==> src/rtl/axis_join_pkg.sv <==
`default_nettype none
// ============================================================================
//  Module   : axis_join_pkg
//  Purpose  : Shared types and helpers for the N-way vector stream join.
//             Default vector geometry, the vector beat type, and the FIFO
//             pointer-width helper.
//  Revision : 1.0 - initial release
// ============================================================================
package axis_join_pkg;

   localparam int unsigned c_tile_size  = 4;
   localparam int unsigned c_data_width = 16;

   typedef logic [c_tile_size-1:0][c_data_width-1:0] vec_t;

   // Pointer width for a power-of-two ring of the given depth.
   function automatic int unsigned ptr_w(input int unsigned depth);
      return $clog2(depth);
   endfunction

endpackage
`default_nettype wire

==> src/rtl/vec_ring_fifo.sv <==
`default_nettype none
// ============================================================================
//  Module   : vec_ring_fifo
//  Purpose  : Single-channel ring FIFO for one vector stream.
//  Ports    : clk, rst    - clock, synchronous active-high reset
//             flush       - synchronous clear, wins over push/pop
//             push, din   - write strobe and data (caller guarantees not full)
//             pop         - advance head (caller guarantees not empty)
//             count       - registered occupancy 0..DEPTH
//             head        - storage word at the read pointer
//  Revision : 1.0 - initial release
// ============================================================================
module vec_ring_fifo
   import axis_join_pkg::*;
#(
   parameter int unsigned DEPTH = 4,
   parameter int unsigned WIDTH = 64
) (
   input  logic                       clk,
   input  logic                       rst,
   input  logic                       flush,
   input  logic                       push,
   input  logic [WIDTH-1:0]           din,
   input  logic                       pop,
   output logic [$clog2(DEPTH):0]     count,
   output logic [WIDTH-1:0]           head
);

   localparam int unsigned PTR_W = ptr_w(DEPTH);
   localparam int unsigned CNT_W = PTR_W + 1;

   logic [WIDTH-1:0] r_mem [DEPTH];
   logic [PTR_W-1:0] r_wr;
   logic [PTR_W-1:0] r_rd;
   logic [CNT_W-1:0] r_count;

   // Pointers wrap on their own because DEPTH is a power of two.
   always_ff @(posedge clk) begin
      if (rst || flush) begin
         r_wr    <= '0;
         r_rd    <= '0;
         r_count <= '0;
      end else begin
         if (push) r_wr <= r_wr + PTR_W'(1);
         if (pop)  r_rd <= r_rd + PTR_W'(1);
         r_count <= r_count + CNT_W'(push) - CNT_W'(pop);
      end
   end

   // Storage is not reset; a write during clear would land behind the
   // rewound pointer anyway, but it is suppressed to keep intent obvious.
   always_ff @(posedge clk) begin
      if (push && !flush && !rst) r_mem[r_wr] <= din;
   end

   assign count = r_count;
   assign head  = r_mem[r_rd];

endmodule
`default_nettype wire

==> src/rtl/axis_vec_joinn.sv <==
`default_nettype none
// ============================================================================
//  Module   : axis_vec_joinn
//  Purpose  : Joins NUM_CH valid/ready vector streams into one aligned beat.
//             Each channel is buffered in its own ring FIFO; a per-channel
//             reuse count holds a slow operand at its FIFO head for
//             cfg_reuse+1 joins before it is popped.
//  Ports    : clk, rst          - clock, synchronous active-high reset
//             in_valid/ready/vec - per-channel input streams
//             cfg_reuse         - per-channel head reuse count (quasi-static)
//             flush             - synchronous clear of all channels
//             out_valid/ready/vec - joined output stream
//             out_first         - every head is on its first use
//             level             - per-channel occupancy
//  Revision : 1.0 - initial release
// ============================================================================
module axis_vec_joinn
   import axis_join_pkg::*;
#(
   parameter int unsigned NUM_CH     = 2,
   parameter int unsigned TILE_SIZE  = 4,
   parameter int unsigned DATA_WIDTH = 16,
   parameter int unsigned DEPTH      = 4,
   parameter int unsigned REUSE_W    = 4
) (
   input  logic                                             clk,
   input  logic                                             rst,
   input  logic [NUM_CH-1:0]                                in_valid,
   output logic [NUM_CH-1:0]                                in_ready,
   input  logic [NUM_CH-1:0][TILE_SIZE-1:0][DATA_WIDTH-1:0] in_vec,
   input  logic [NUM_CH-1:0][REUSE_W-1:0]                   cfg_reuse,
   input  logic                                             flush,
   output logic                                             out_valid,
   input  logic                                             out_ready,
   output logic [NUM_CH-1:0][TILE_SIZE-1:0][DATA_WIDTH-1:0] out_vec,
   output logic                                             out_first,
   output logic [NUM_CH-1:0][$clog2(DEPTH):0]               level
);

   localparam int unsigned          LVL_W   = ptr_w(DEPTH) + 1;
   localparam int unsigned          VEC_W   = TILE_SIZE * DATA_WIDTH;
   localparam logic [LVL_W-1:0]     c_depth = LVL_W'(DEPTH);

   if ((DEPTH < 2) || ((DEPTH & (DEPTH - 1)) != 0)) begin : g_bad_depth
      $error("axis_vec_joinn: DEPTH must be a power of two >= 2");
   end

   logic [NUM_CH-1:0]              w_nonempty;
   logic [NUM_CH-1:0]              w_push;
   logic [NUM_CH-1:0]              w_pop;
   logic [NUM_CH-1:0]              w_use_zero;
   logic [NUM_CH-1:0][LVL_W-1:0]   w_count;
   logic [NUM_CH-1:0][REUSE_W-1:0] r_use;
   logic                           w_join;

   // A clear cycle never presents a beat downstream, so the join cannot
   // fire while the FIFOs are being discarded.
   assign out_valid = (&w_nonempty) & ~flush & ~rst;
   assign w_join    = out_valid & out_ready;
   assign out_first = &w_use_zero;
   assign level     = w_count;

   for (genvar c = 0; c < NUM_CH; c++) begin : g_ch
      assign in_ready[c]   = (w_count[c] < c_depth);
      assign w_push[c]     = in_valid[c] & in_ready[c];
      assign w_nonempty[c] = (w_count[c] != '0);
      assign w_use_zero[c] = (r_use[c] == '0);
      // >= rather than == so a reuse count lowered below the current use
      // count still releases the head instead of wrapping the counter.
      assign w_pop[c]      = w_join & (r_use[c] >= cfg_reuse[c]);

      always_ff @(posedge clk) begin
         if (rst || flush) begin
            r_use[c] <= '0;
         end else if (w_join) begin
            if (w_pop[c]) r_use[c] <= '0;
            else          r_use[c] <= r_use[c] + REUSE_W'(1);
         end
      end

      vec_ring_fifo #(
         .DEPTH (DEPTH),
         .WIDTH (VEC_W)
      ) u_fifo (
         .clk   (clk),
         .rst   (rst),
         .flush (flush),
         .push  (w_push[c]),
         .din   (in_vec[c]),
         .pop   (w_pop[c]),
         .count (w_count[c]),
         .head  (out_vec[c])
      );
   end

endmodule
`default_nettype wire

==> config.mk <==
export PLATFORM = sky130hd
export DESIGN_NAME = axis_vec_joinn
export DESIGN_NICKNAME = d
export VERILOG_FILES = /design/src/rtl/axis_join_pkg.sv /design/src/rtl/vec_ring_fifo.sv /design/src/rtl/axis_vec_joinn.sv
export SDC_FILE = /design/constraint.sdc
export NUM_CORES = 1
export LEC_CHECK = 0
export ABC_AREA = 1
export CAP_MARGIN = 20
export CORE_MARGIN = 1
export CORE_UTILIZATION = 53
export DETAILED_ROUTE_END_ITERATION = 8
export MAX_ROUTING_LAYER = met4
export PLACE_DENSITY = 0.78
export SLEW_MARGIN = 10
export SYNTH_ARGS = -nofsm -noshare
export SYNTH_HDL_FRONTEND = slang
export SYNTH_SLANG_ARGS = --single-unit
==> constraint.sdc <==
create_clock -name clk -period 6.15 [get_ports clk]
set_clock_uncertainty 0.2 [all_clocks]
set_input_delay 1.23 -clock clk [delete_from_list [all_inputs] [get_ports clk]]
set_output_delay 1.23 -clock clk [all_outputs]
set_load 0.005 [all_outputs]
==> flow_metrics.env, run 1 <==
export IMPL_worstMarginPinSlew_ps=1030
export IMPL_cts_setup_buffers=0
export IMPL_viasPerCell=5.65
export IMPL_worst_hold_slack_ps=291
export IMPL_synth_cell_types=25
export IMPL_htree_levels=2
export IMPL_wl_per_cell_um=19.9
export IMPL_die_h_um=198
export IMPL_critPathKind="reg2out"
export IMPL_synth_cells=1447
export IMPL_overflow=0
export IMPL_core_area_um2=37800
export IMPL_p_switching_mw=1.40
export IMPL_critPathCaptureType="output pin"
export IMPL_vias=12800
export IMPL_p_clk_share_pct=41.0
export IMPL_synth_top_area_share_pct=75.3
export IMPL_postPlaceCellArea_um2=23600
export IMPL_post_cts_resized=0
export IMPL_stdcell_count=2272
export IMPL_cts_buffer_depth=3
export IMPL_cts_clk_slew_worst_paths_ps=60
export IMPL_grt_pass1_vias=12400
export IMPL_synth_top_area_cell="edfxtp_1"
export IMPL_cts_sinks=538
export IMPL_synth_area_um2=20400
export IMPL_avgSynthCellArea_um2=14.1
export IMPL_clk_latency_ps=570
export IMPL_p_comb_share_pct=3.5
export IMPL_maxCapViolations=0
export IMPL_syn_num_nets=1615
export IMPL_antenna_found_initial=7
export IMPL_start_util_pct=54.1
export IMPL_fin_setup_tns_ps=0
export IMPL_grt_pass1_wl_mm=68.1
export IMPL_drt_total_wl_mm=45.2
export IMPL_drt_initial_drc_count=1140
export IMPL_synth_edf_count=512
export IMPL_finalCriticalPeriod_ps=4620
export IMPL_yosysWarningCount=0
export IMPL_gp_congestion=0.824
export IMPL_place_hpwl_mm=26.6
export IMPL_intPower_mw=5.93
export IMPL_finalCritPeriodShare_pct=75.1
export IMPL_synthFlopType="edfxtp_1"
export IMPL_rows=71
export IMPL_area_delta_synth_final_pct=24.0
export IMPL_cts_tree="done"
export IMPL_hold_viol=0
export IMPL_die_x_um=198
export IMPL_remaining_drc_errors=0
export IMPL_cp_arrival_ps=3190
export IMPL_share_seq_of_total_power_pct=55.4
export IMPL_design_area_um2=25300
export IMPL_drive_gt1_share_pct=6.78
export IMPL_io_pins=280
export IMPL_async_reset_ff_share_pct=0
export IMPL_setup_viol=0
export IMPL_yosys_register_bits=538
export IMPL_rsz0062_at_grt="false"
export IMPL_fmax_ghz=0.216
export IMPL_die_area_um2=39300
export IMPL_crit_fanout=102
export IMPL_critPathRequiredTime_ps=4720
export IMPL_ant_nets=0
export IMPL_p_leak_nw=8.53
export IMPL_status="finished, final reports clean"
export IMPL_synthTopCellsByCount="512 x edfxtp_1, 279 x nor2_1, 152 x o21ai_0"
export IMPL_finalNetCount=1882
export IMPL_power_per_cell_area_nw_per_um2=290
export IMPL_numCtsBuffers=51
export IMPL_rrSetupSlack_ps=3470
export IMPL_cts_root_buf="clkbuf_16"
export IMPL_numPortBuffers=279
export IMPL_synth_top_cells_by_area="edfxtp_1 75%, nor2_1 5.1%, o22ai_1 3.9%"
export IMPL_final_max_slew_viol_count=0
export IMPL_critPathLaunchType="flip-flop"
export IMPL_grt_max_degree=103
export IMPL_hp_class="reg2reg"
export IMPL_cts_hold_buf=0
export IMPL_synth_most_common_cell="edfxtp_1"
export IMPL_p_sw_share_pct=19.1
export IMPL_grt_usage_pct=23.6
export IMPL_dr_pass1_iters=5
export IMPL_seq_area_frac_synth_pct=77.8
export IMPL_max_slew_margin_pct=31.5
export IMPL_placedCellCount=2171
export IMPL_peakVddDrop_mv=0.303
## cell usage in the layout (no fill, tap or decap), types with 16 or more instances in the layout
cell,netlist,layout
a21oi_1,16,16
buf_4,12,19
clkbuf_16,0,52
clkdlybuf4s50_1,0,279
dfxtp_1,26,22
edfxtp_1,512,512
ha_1,24,24
inv_1,47,47
nand2_1,26,26
nand3_1,17,17
nor2_1,279,271
o21ai_0,152,152
o21ai_1,112,112
o22ai_1,128,128
## metal layers
| metal | GRT usage, % | vias up | routed length, um | part of all wire, % |
|---|---|---|---|---|
| li1 | - | 5927 | - | - |
| met1 | 29.9 | 6282 | 18100 | 40 |
| met2 | 37.8 | 552 | 22400 | 50 |
| met3 | 4.87 | 68 | 3710 | 8.2 |
| met4 | 8.41 | 0 | 989 | 2.2 |
| met5 | - | - | 0 | 0 |
## through the flow
| stage | total power, mW | worst slack (ps) | utilization (%) |
|---|---|---|---|
| 4_1_cts | 7.38 | 1110 | 66.9 |
| 3_5_place_dp | 4.40 | 1740 | 62.6 |
| 5_1_grt | 7.53 | 1400 | 67.1 |
| 3_3_place_gp | 4.39 | 1800 | 62.6 |
| 2_1_floorplan | 4.20 | 1270 | - |
| 6_report | 7.33 | 1530 | 67.1 |
## power by group through the flow
stage	clock network (mW)	registers [mW]	logic, mW
after CTS	3.06	4.06	0.259
after global placement	0	4.14	0.250
after global routing	3.19	4.06	0.277
final	3.01	4.06	0.258
after detailed placement	0	4.14	0.256
after floorplan	0	4.14	0.0571
## area by class of cell
cell class	instances	area, um^2
fill	2525	12400
multi-input combinational	771	3960
clock inverter	29	259
inverter	53	201
clock buffer	64	1370
sequential	538	15900
tap	511	639
timing repair buffer	299	2960
antenna	7	17.5
## worst max-delay path: stages (launching register included)
cell and delay [ps]:
dfxtp_4 530, buf_4 820, o21ai_0 240, o22ai_1 380, clkdlybuf4s50_1 580
## worst paths after layout
kind	startpoint	end	cells past startpoint
max	flip-flop	out_vec[28]	4
min	g_ch[1].u_fifo.r_rd[1]	flip-flop	2
max reg2reg	r_use[2]	g_ch[0].u_fifo.count[2]	15
min reg2reg	g_ch[1].u_fifo.r_rd[1]	flip-flop	2
## registers in the layout, indices dropped and copies added (netlist names), named ones only
signal	cells
g_ch.u_fifo.count	6
g_ch.u_fifo.r_rd	4
r_use	8
g_ch.u_fifo.r_wr	4
g_ch.u_fifo.r_mem	512
## logic make-up after synthesis
| group | count (synthesis) | share of synthesized area, % |
|---|---|---|
| AO/OA/AOI/OAI | 410 | 10.9 |
| XOR/XNOR | 8 | 0.343 |
| adder cells (fa/ha/maj) | 26 | 1.67 |
| buffers and inverters | 138 | 3.03 |
| flip-flops | 538 | 77.8 |
| AND/OR/NAND/NOR | 327 | 6.24 |
No activity file was read; power rests on OpenSTA's default activity.
==> run 2: changes to the inputs <==
--- a/config.mk
+++ b/config.mk
@@ -8,10 +8,10 @@
 export ABC_AREA = 1
 export CAP_MARGIN = 20
 export CORE_MARGIN = 1
-export CORE_UTILIZATION = 53
+export CORE_UTILIZATION = 49
 export DETAILED_ROUTE_END_ITERATION = 8
 export MAX_ROUTING_LAYER = met4
-export PLACE_DENSITY = 0.78
+export PLACE_DENSITY = 0.75
 export SLEW_MARGIN = 10
 export SYNTH_ARGS = -nofsm -noshare
 export SYNTH_HDL_FRONTEND = slang
==> constraint.sdc (replaced) <==
create_clock -name clk -period 3.89 [get_ports clk]
set_clock_uncertainty 0.2 [all_clocks]
set_input_delay 0.778 -clock clk [delete_from_list [all_inputs] [get_ports clk]]
set_output_delay 0.778 -clock clk [all_outputs]
set_load 0.005 [all_outputs]
==> run 2 against run 1 <==
Effect of this change:
- die area rose by 8.1%
- combinational power is 61% higher
- critical path depth rose by 1
- clock-buffer cell count up 3
- non-clock buffer count up 24
- core utilization fell by 4.1 points
- sequential cell count unchanged
==> flow_metrics.env, run 2 (same netlist as run 1, synthesis figures left out) <==
export IMPL_peakVddDrop_mv=0.558
export IMPL_p_total_mw=11.5
export IMPL_numCtsBuffers=53
export IMPL_die_x_um=206
export IMPL_die_h_um=206
export IMPL_hp_class="reg2reg"
export IMPL_cts_setup_buffers=0
export IMPL_overflow=0
export IMPL_cts_buffer_depth=3
export IMPL_use_met1_pct=27.8
export IMPL_drt_initial_drc_count=861
export IMPL_die_area_um2=42500
export IMPL_remaining_drc_errors=0
export IMPL_cts_root_buf="clkbuf_16"
export IMPL_intPower_mw=9.31
export IMPL_post_cts_resized=0
export IMPL_top_register="g_ch.u_fifo.r_mem"
export IMPL_grt_pass1_wl_mm=68.2
export IMPL_worstMarginPinSlew_ps=621
export IMPL_clk_latency_ps=580
export IMPL_largest_reg_flops=512
export IMPL_worst_hold_slack_ps=291
export IMPL_crit_fanout=51
export IMPL_grt_max_degree=129
export IMPL_fin_setup_tns_ps=0
export IMPL_cp_arrival_ps=2670
export IMPL_power_per_cell_area_nw_per_um2=448
export IMPL_layout_common_cells="512 x edfxtp_1, 279 x clkdlybuf4s50_1, 271 x nor2_1"
export IMPL_busiest_layer="met2"
export IMPL_use_met2_pct=34.2
export IMPL_finalCritPeriodShare_pct=93.8
export IMPL_maxCapViolations=0
export IMPL_gp_congestion=0.773
export IMPL_cts_hold_buf=0
export IMPL_nFillCells=2942
export IMPL_place_hpwl_mm=27.8
export IMPL_p_switching_mw=2.24
export IMPL_start_util_pct=49.9
export IMPL_p_leak_nw=8.72
export IMPL_final_core_util_pct=63.0
export IMPL_drt_total_wl_mm=45.3
export IMPL_finalNetCount=1908
export IMPL_status="finished, final reports clean"
export IMPL_fmax_ghz=0.274
export IMPL_p_sw_share_pct=19.4
export IMPL_cts_tree="done"
export IMPL_share_seq_of_total_power_pct=55.6
export IMPL_grt_usage_pct=21.7
export IMPL_critPathLaunchType="flip-flop"
export IMPL_rows=74
export IMPL_io_pins=280
export IMPL_pre_cts_ws_ps=358
export IMPL_area_delta_synth_final_pct=26.3
export IMPL_numPortBuffers=279
export IMPL_wl_per_cell_um=19.5
export IMPL_layout_commonest_cell="edfxtp_1"
export IMPL_critPathRequiredTime_ps=2910
export IMPL_setup_slack_ps=240
export IMPL_rsz0062_at_grt="false"
export IMPL_cts_sinks=538
export IMPL_htree_levels=2
export IMPL_drive_gt1_share_pct=8.02
export IMPL_antenna_found_initial=5
export IMPL_vias=12800
export IMPL_hold_viol=0
export IMPL_dr_pass1_iters=5
export IMPL_p_clk_share_pct=40.8
export IMPL_critPathKind="reg2out"
export IMPL_critPathCaptureType="output pin"
export IMPL_viasPerCell=5.52
export IMPL_p_comb_share_pct=3.6
export IMPL_grt_pass1_vias=12200
export IMPL_finalCriticalPeriod_ps=3650
export IMPL_setup_viol=0
export IMPL_cts_clk_slew_worst_paths_ps=60
export IMPL_ant_nets=0
export IMPL_core_area_um2=40900
export IMPL_grt_util_met3_pct=5.60
export IMPL_final_max_slew_viol_count=0
export IMPL_max_slew_margin_pct=58.6
-- run 2: changes by cell type in the layout (fill, tap and decap cells not counted), sizes merged --
cell,delta
clkinv,+4
buf,+24
bufinv,-3
diode,-1
clkbuf,+3
inv,+1
-- run 2: worst paths after layout --
check | startpoint | to | slack, ps | cells past startpoint
worst max-delay path | flip-flop | out_vec[16] | 240 | 5
worst min-delay path | g_ch[0].u_fifo.r_rd[1] | flip-flop | 290 | 2
worst max register to register | r_use[2] | g_ch[0].u_fifo.count[2] | 1230 | 15
worst min register to register | g_ch[0].u_fifo.r_rd[1] | flip-flop | 290 | 2
-- run 2: cell type report --
type | instances | area, um^2 | share of cell area (%)
antenna | 6 | 15.0 | 0.0582
clock buffer | 67 | 1440 | 5.59
clock inverter | 31 | 176 | 0.684
inverter | 53 | 203 | 0.786
multi-input combinational | 771 | 3960 | 15.4
sequential | 538 | 15900 | 61.7
tap | 532 | 666 | 2.58
timing repair buffer | 323 | 3410 | 13.2
-- run 2: power by group through the flow --
stage | Sequential [mW] | Combinational, mW | Clock (mW)
floorplan | 6.55 | 0.0902 | 0
CTS | 6.42 | 0.417 | 4.82
finish | 6.42 | 0.415 | 4.71
detailed placement | 6.54 | 0.414 | 0
global route | 6.42 | 0.448 | 5.02
global placement | 6.54 | 0.404 | 0
-- run 2: worst max-delay path, stage by stage (launching register included) --
cell and delay (ps):
dfxtp_4 430, inv_4 450, buf_4 330, o21ai_1 90, o22ai_1 230, clkdlybuf4s50_1 550
-- run 2: per-stage QoR --
stage	std cells	cell area [um^2]
2_1_floorplan	1447	20400
3_3_place_gp	2217	24100
3_5_place_dp	2217	24100
4_1_cts	2315	25800
5_1_grt	2320	25800
6_report	2321	25800
-- run 2: routing by layer --
| layer | routed length, um | share of wire (%) |
|---|---|---|
| met1 | 18400 | 41 |
| met2 | 21800 | 48 |
| met3 | 3970 | 8.8 |
| met4 | 1080 | 2.4 |
| met5 | 0 | 0 |
